File: src/rtl/exc_unit.sv
`default_nettype none
// +-----------------------------------------------------------------------------+
// | exc_unit : trap sequencer (exception/MRET -> CSR commit, flush, redirect)   |
// | Optional IRQ_EN: interrupt entry with vectored mtvec. Rev 1.0               |
// +-----------------------------------------------------------------------------+
module exc_unit #(
  parameter int unsigned FLUSH_CYCLES = 1,
  parameter logic [1:0]  MPP_MODE     = 2'b11
) (
  input  logic        clk_i,
  input  logic        rst_i,
  input  logic        exc_valid_i,
  input  logic [15:0] exc_vec_i,
  input  logic        mret_i,
  input  logic [31:0] exc_pc_i,
  input  logic [31:0] exc_instr_i,
  input  logic [31:0] exc_addr_i,
  input  logic [31:0] mtvec_i,
  input  logic [31:0] mstatus_i,
  input  logic [31:0] mepc_i,
  input  logic [31:0] mcause_i,
  input  logic [31:0] mtval_i,
  input  logic [2:0]  irq_i,
  input  logic [31:0] mie_i,
  input  logic [31:0] irq_pc_i,
  output logic        we_exc_o,
  output logic [31:0] mcause_o,
  output logic [31:0] mepc_o,
  output logic [31:0] mtval_o,
  output logic [31:0] mstatus_o,
  output logic        flush_o,
  output logic        stall_o,
  output logic        pc_redirect_o,
  output logic [31:0] pc_target_o
);

  localparam logic [1:0]  ST_IDLE     = 2'd0;
  localparam logic [1:0]  ST_COMMIT   = 2'd1;
  localparam logic [1:0]  ST_FLUSH    = 2'd2;
  localparam logic [1:0]  ST_REDIRECT = 2'd3;
  localparam logic [15:0] USED_CAUSES = 16'h08FF;
  localparam logic [3:0]  FLUSH_LOAD  = 4'(FLUSH_CYCLES - 1);

  logic [1:0]  state;
  logic [3:0]  flush_cnt;
  logic [31:0] mcause_q, mepc_q, mtval_q, mstatus_q, target_q;

  logic [15:0] exc_used;
  logic        exc_take, mret_take, cap_take;
  logic [3:0]  exc_cause;
  logic [31:0] exc_mtval, trap_mstatus, mret_mstatus, mtvec_base;
  logic        irq_take;
  logic [31:0] irq_cause, irq_target, irq_mepc;
  logic [31:0] cap_mcause, cap_mepc, cap_mtval, cap_mstatus, cap_target;

  assign exc_used   = exc_vec_i & USED_CAUSES;
  assign exc_take   = exc_valid_i && (|exc_used);
  assign mret_take  = exc_valid_i && mret_i;
  assign mtvec_base = {mtvec_i[31:2], 2'b00};

  // Fixed synchronous-exception priority: 1, 2, 0, 11, 3, 6, 4, 7, 5.
  always_comb begin
    exc_cause = 4'd0;
    if      (exc_used[1])  exc_cause = 4'd1;
    else if (exc_used[2])  exc_cause = 4'd2;
    else if (exc_used[0])  exc_cause = 4'd0;
    else if (exc_used[11]) exc_cause = 4'd11;
    else if (exc_used[3])  exc_cause = 4'd3;
    else if (exc_used[6])  exc_cause = 4'd6;
    else if (exc_used[4])  exc_cause = 4'd4;
    else if (exc_used[7])  exc_cause = 4'd7;
    else if (exc_used[5])  exc_cause = 4'd5;
  end

  always_comb begin
    case (exc_cause)
      4'd0, 4'd1:             exc_mtval = exc_pc_i;
      4'd2:                   exc_mtval = exc_instr_i;
      4'd4, 4'd5, 4'd6, 4'd7: exc_mtval = exc_addr_i;
      default:                exc_mtval = 32'd0;
    endcase
  end

  always_comb begin
    trap_mstatus        = mstatus_i;
    trap_mstatus[7]     = mstatus_i[3];
    trap_mstatus[3]     = 1'b0;
    trap_mstatus[12:11] = MPP_MODE;
    mret_mstatus        = mstatus_i;
    mret_mstatus[3]     = mstatus_i[7];
    mret_mstatus[7]     = 1'b1;
    mret_mstatus[12:11] = MPP_MODE;
  end

`ifdef IRQ_EN
  logic [2:0] irq_pend;
  logic [3:0] irq_code;

  assign irq_pend = irq_i & {mie_i[11], mie_i[7], mie_i[3]};
  assign irq_take = !exc_take && mstatus_i[3] && (|irq_pend);

  // External beats software beats timer.
  always_comb begin
    irq_code = 4'd7;
    if      (irq_pend[2]) irq_code = 4'd11;
    else if (irq_pend[0]) irq_code = 4'd3;
  end

  assign irq_cause  = {1'b1, 27'd0, irq_code};
  assign irq_mepc   = irq_pc_i;
  assign irq_target = (mtvec_i[1:0] == 2'b01) ? (mtvec_base + {26'd0, irq_code, 2'b00})
                                              : mtvec_base;
`else
  logic unused_irq;

  assign irq_take   = 1'b0;
  assign irq_cause  = 32'd0;
  assign irq_mepc   = 32'd0;
  assign irq_target = 32'd0;
  assign unused_irq = ^{irq_i, mie_i, irq_pc_i, mtvec_i[1:0]};
`endif

  always_comb begin
    cap_take    = exc_take || irq_take || mret_take;
    cap_mcause  = {28'd0, exc_cause};
    cap_mepc    = {exc_pc_i[31:1], 1'b0};
    cap_mtval   = exc_mtval;
    cap_mstatus = trap_mstatus;
    cap_target  = mtvec_base;
    if (!exc_take && irq_take) begin
      cap_mcause = irq_cause;
      cap_mepc   = irq_mepc;
      cap_mtval  = 32'd0;
      cap_target = irq_target;
    end else if (!exc_take && mret_take) begin
      cap_mcause  = mcause_i;
      cap_mepc    = mepc_i;
      cap_mtval   = mtval_i;
      cap_mstatus = mret_mstatus;
      cap_target  = mepc_i;
    end
  end

  always_ff @(posedge clk_i) begin
    if (!rst_i) begin
      state     <= ST_IDLE;
      flush_cnt <= 4'd0;
      mcause_q  <= 32'd0;
      mepc_q    <= 32'd0;
      mtval_q   <= 32'd0;
      mstatus_q <= 32'd0;
      target_q  <= 32'd0;
    end else begin
      case (state)
        ST_IDLE: begin
          if (cap_take) begin
            mcause_q  <= cap_mcause;
            mepc_q    <= cap_mepc;
            mtval_q   <= cap_mtval;
            mstatus_q <= cap_mstatus;
            target_q  <= cap_target;
            state     <= ST_COMMIT;
          end
        end
        ST_COMMIT: begin
          flush_cnt <= FLUSH_LOAD;
          state     <= ST_FLUSH;
        end
        ST_FLUSH: begin
          if (flush_cnt == 4'd0) state <= ST_REDIRECT;
          else                   flush_cnt <= flush_cnt - 4'd1;
        end
        default: state <= ST_IDLE;
      endcase
    end
  end

  assign we_exc_o      = (state == ST_COMMIT);
  assign flush_o       = (state == ST_COMMIT) || (state == ST_FLUSH);
  assign stall_o       = (state != ST_IDLE);
  assign pc_redirect_o = (state == ST_REDIRECT);
  assign pc_target_o   = target_q;
  assign mcause_o      = mcause_q;
  assign mepc_o        = mepc_q;
  assign mtval_o       = mtval_q;
  assign mstatus_o     = mstatus_q;

endmodule
`default_nettype wire

File: config.mk
export PLATFORM = sky130hd
export DESIGN_NAME = exc_unit
export DESIGN_NICKNAME = d
export VERILOG_FILES = /design/src/rtl/exc_unit.sv
export SDC_FILE = /design/constraint.sdc
export NUM_CORES = 1
export LEC_CHECK = 0
export ABC_CLOCK_PERIOD_IN_PS = 4000
export CAP_MARGIN = 10
export CORE_AREA = 2 2 199 201
export DETAILED_ROUTE_END_ITERATION = 8
export DIE_AREA = 0 0 201 203
export GPL_TIMING_DRIVEN = 1
export PLACE_DENSITY = 0.59
export SLEW_MARGIN = 30
export SYNTH_ARGS = -nofsm -noshare
export SYNTH_HDL_FRONTEND = slang
export SYNTH_SLANG_ARGS = --single-unit
File: constraint.sdc
create_clock -name clk_i -period 4 [get_ports clk_i]
set_clock_uncertainty 0.1 [all_clocks]
set_input_delay 0.6 -clock clk_i [delete_from_list [all_inputs] [get_ports clk_i]]
set_output_delay 0.6 -clock clk_i [all_outputs]
set_load 0.02 [all_outputs]
==> impl_metrics.py <==
metrics = {
    "timing": {
        "setup_tns_ns": 0,
        "period_share_pct": 76.6,
        "slew-limit-headroom_pct": 48.7,
        "min_period_ns": 3.06,
        "max_freq_mhz": 326,
        "finalHoldViolCount": 0,
        "worst_slack_ns": 0.936,
        "rsz0062_at_grt": "no",
        "slew_violations": 0,
        "tightest_slew_ns": 0.769,
        "setup_viol": 0,
    },
    "logic_synthesis": {
        "synth_cell_types": 39,
        "synth_edf_count": 0,
        "synth_nets": 1414,
        "yosys-top-cells-count": "nand2_1 (216), dfxtp_1 (164), a21oi_1 (151)",
        "synth-seq-area-share_pct": 41.4,
        "ys_seq_elements": 164,
        "synth.cell_area_um2": 7930,
        "synth_area_leader_cell": "dfxtp_1",
        "synth_warnings": 0,
        "synthCells": 1065,
        "synth_most_common_cell": "nand2_1",
        "ys.flop_type": "dfxtp_1",
        "synth_area_leaders": "dfxtp_1 (41%), nand2_1 (10%), a21oi_1 (9.5%), o21ai_0 (5.7%), nand3_1 (4.1%)",
        "synthArstFlopShare_pct": 0,
        "synth_top_area_share_pct": 41.4,
        "syn_avg_cell_area_um2": 7.45,
    },
    "drt": {
        "drtAntennaViolNets": 0,
        "wirelength_um": 37200,
        "initialDrtViolationCount": 456,
        "avgViaCountPerCell": 4.78,
        "drc": 0,
        "wire_per_inst_um": 19.0,
        "dr.pass1.iters": 6,
        "vias": 9350,
    },
    "cells_and_area": {
        "antenna_cells": 0,
        "nets": 1776,
        "fin_area_um2": 13200,
        "drive_above_1_share_pct": 4.44,
        "filler_cell_count": 4023,
        "syn2layout_area_growth_pct": 66.4,
        "fin_util_pct": 34.3,
    },
    "global_routing": {
        "grt_pass1_vias": 9429,
        "grt_max_degree": 95,
        "grt_use_total_pct": 17.7,
        "antenna_found_initial": 0,
        "globalRoute.totalOverflow": 0,
        "grt_pass1_wl_um": 56000,
    },
    "power_and_ir_drop": {
        "p_int_mw": 4.35,
        "swShare_pct": 37.1,
        "power_leakage_nw": 4.70,
        "vdd_ir_drop_max_mv": 0.274,
        "pwr-share-seq_pct": 32.1,
        "pwr-share-comb_pct": 42.7,
        "powerDensity_nw_per_um2": 524,
        "clkPwrFrac_pct": 25.2,
        "switchingPower_mw": 2.57,
    },
    "critical_path": {
        "required_ns": 4.23,
        "worstReg2RegEnd": "pc_target_o[13]",
        "rr_startpoint": "state[0]",
        "endpoint_kind": "flip-flop",
        "max_stage_delay_ns": 0.84,
        "slowest_stage": "or4_4",
        "crit_path_cell_trace": "clkdlybuf4s50_1 > or4_4 > or4_2 > buf_4 > a21oi_1 > a21oi_1",
        "cp-startpoint": "exc_vec_i[5]",
        "r2r_slack_ns": 1.58,
        "rr_worst_depth": 7,
        "start_kind": "primary input",
        "cp.arrival_ns": 3.29,
        "cp_common_cell": "a21oi_1",
        "criticalPathCategory": "in -> reg",
        "cp_max_fo": 41,
        "endpoint": "mepc_o[1]",
    },
    "floorplan": {
        "rows": 72,
        "coreArea_um2": 38500,
        "start_util_pct": 20.6,
        "die_width_um": 201,
        "io-pin-count": 507,
        "die_h_um": 203,
        "die-area_um2": 40800,
    },
    "placed_design": {
        "dpl_cell_area_um2": 12600,
        "port_buffers": 428,
        "gp_congestion": 0.842,
        "dp_hpwl_um": 26300,
        "place_ws_ns": 0.498,
    },
    "min_path": {
        "min_from": "mcause_o[27]",
        "hp-class": "reg -> reg",
    },
    "cts": {
        "htree_levels": 4,
        "cts.sinks": 164,
        "cts_tree": "built",
        "postCtsSetupBuffers": 0,
        "cts_buffer_depth": 2,
        "clk_pin_slew_ns": 0.07,
        "cts_root_buf": "clkbuf_16",
        "clkLatencyLatePin_ns": 0.43,
        "cts_made_buffers": 17,
        "cts.repair.resized": 0,
        "hold_buffers": 0,
    },
    "run": {
        "drv_cap": 0,
    },
    "outcome": {
        "status": "completed",
    },
}
worst min-delay path by stage:
stage / to / slack, ns / cells after the start
after CTS: mcause_o[27] / 0.35 / 2
after detailed placement: mcause_o[27] / 0.34 / 2
after global placement: mcause_o[27] / 0.34 / 2
after floorplan: flush_cnt[0] / 0.36 / 2
final: mcause_o[27] / 0.35 / 2
after global routing: mcause_o[27] / 0.37 / 2
metrics by stage:
stage / cells / power (mW) / hold WS (ns)
finish: 1958 / 6.92 / 0.350
global placement: 1925 / 5.19 / 0.338
detailed placement: 1926 / 5.22 / 0.342
global route: 1958 / 7.30 / 0.368
floorplan: 1065 / 3.77 / 0.361
CTS: 1958 / 7.01 / 0.351
cells in the final DEF (no fill, tap or decap), types with 5 or more instances in the layout:
master and instances:
o32ai_1 32, nand2b_1 5, o211ai_1 31, o21ai_1 9, nor4_1 34, a21oi_1 150
a31oi_1 42, nand2_1 216, nor2b_1 32, nand3_1 65, clkbuf_16 17, inv_1 39
o21ai_0 90, nor2_1 11, dfxtp_1 164, ha_1 6, buf_4 18, clkdlybuf4s50_1 426
power by group through the flow:
stage	sequential [mW]	clock [mW]	combinational [mW]
3_5_place_dp	2.24	0	2.97
3_3_place_gp	2.23	0	2.96
4_1_cts	2.22	1.81	2.98
5_1_grt	2.26	1.86	3.18
6_report	2.22	1.74	2.96
2_1_floorplan	2.67	0	1.10
critical path, delay by kind of cell:
| kind | cells | cell delay (ns) |
|---|---|---|
| and+or+nand+nor | 2 | 1.57 |
| buffers and inverters | 2 | 0.77 |
| AOI/OAI and AO/OA | 2 | 0.31 |
layer usage:
layer	wire, µm	part of all wire [%]	up-vias	global-route usage, %
met3	2420	6.5	63	4.11
li1	-	-	4485	-
met5	0	0	-	0
met1	15300	41	4394	20.7
met4	1250	3.4	0	7.67
met2	18200	49	408	30.8
registers in the layout, summed over array words and instances, names as in the netlist:
register / flops
mepc_o: 32
mstatus_o: 31
flush_cnt: 4
state: 2
mcause_o: 32
mtval_o: 32
pc_target_o: 31
logic make-up (layout without fill, tap and decap cells):
family / count (synthesis) / in the layout / share of synthesized area, %
compound gates: 364 / 364 / 26.8
xor+xnor: 2 / 2 / 0.221
fa+ha+maj: 6 / 6 / 0.946
buf+inv: 147 / 522 / 8.46
flops: 164 / 164 / 41.4
simple gates: 382 / 382 / 22.2
area by class of cell:
cell class              count  area [µm²]  share of cell area (%)
clock buffers              24         482                    3.65
clock inverters             8         121                   0.920
inverters                  40         150                    1.14
multi-input cells         754        4010                    30.4
flip-flops and latches    164        3280                    24.9
well taps                 518         648                    4.91
repair buffers            450        4500                    34.1
Power figures use the tool's default switching activity.
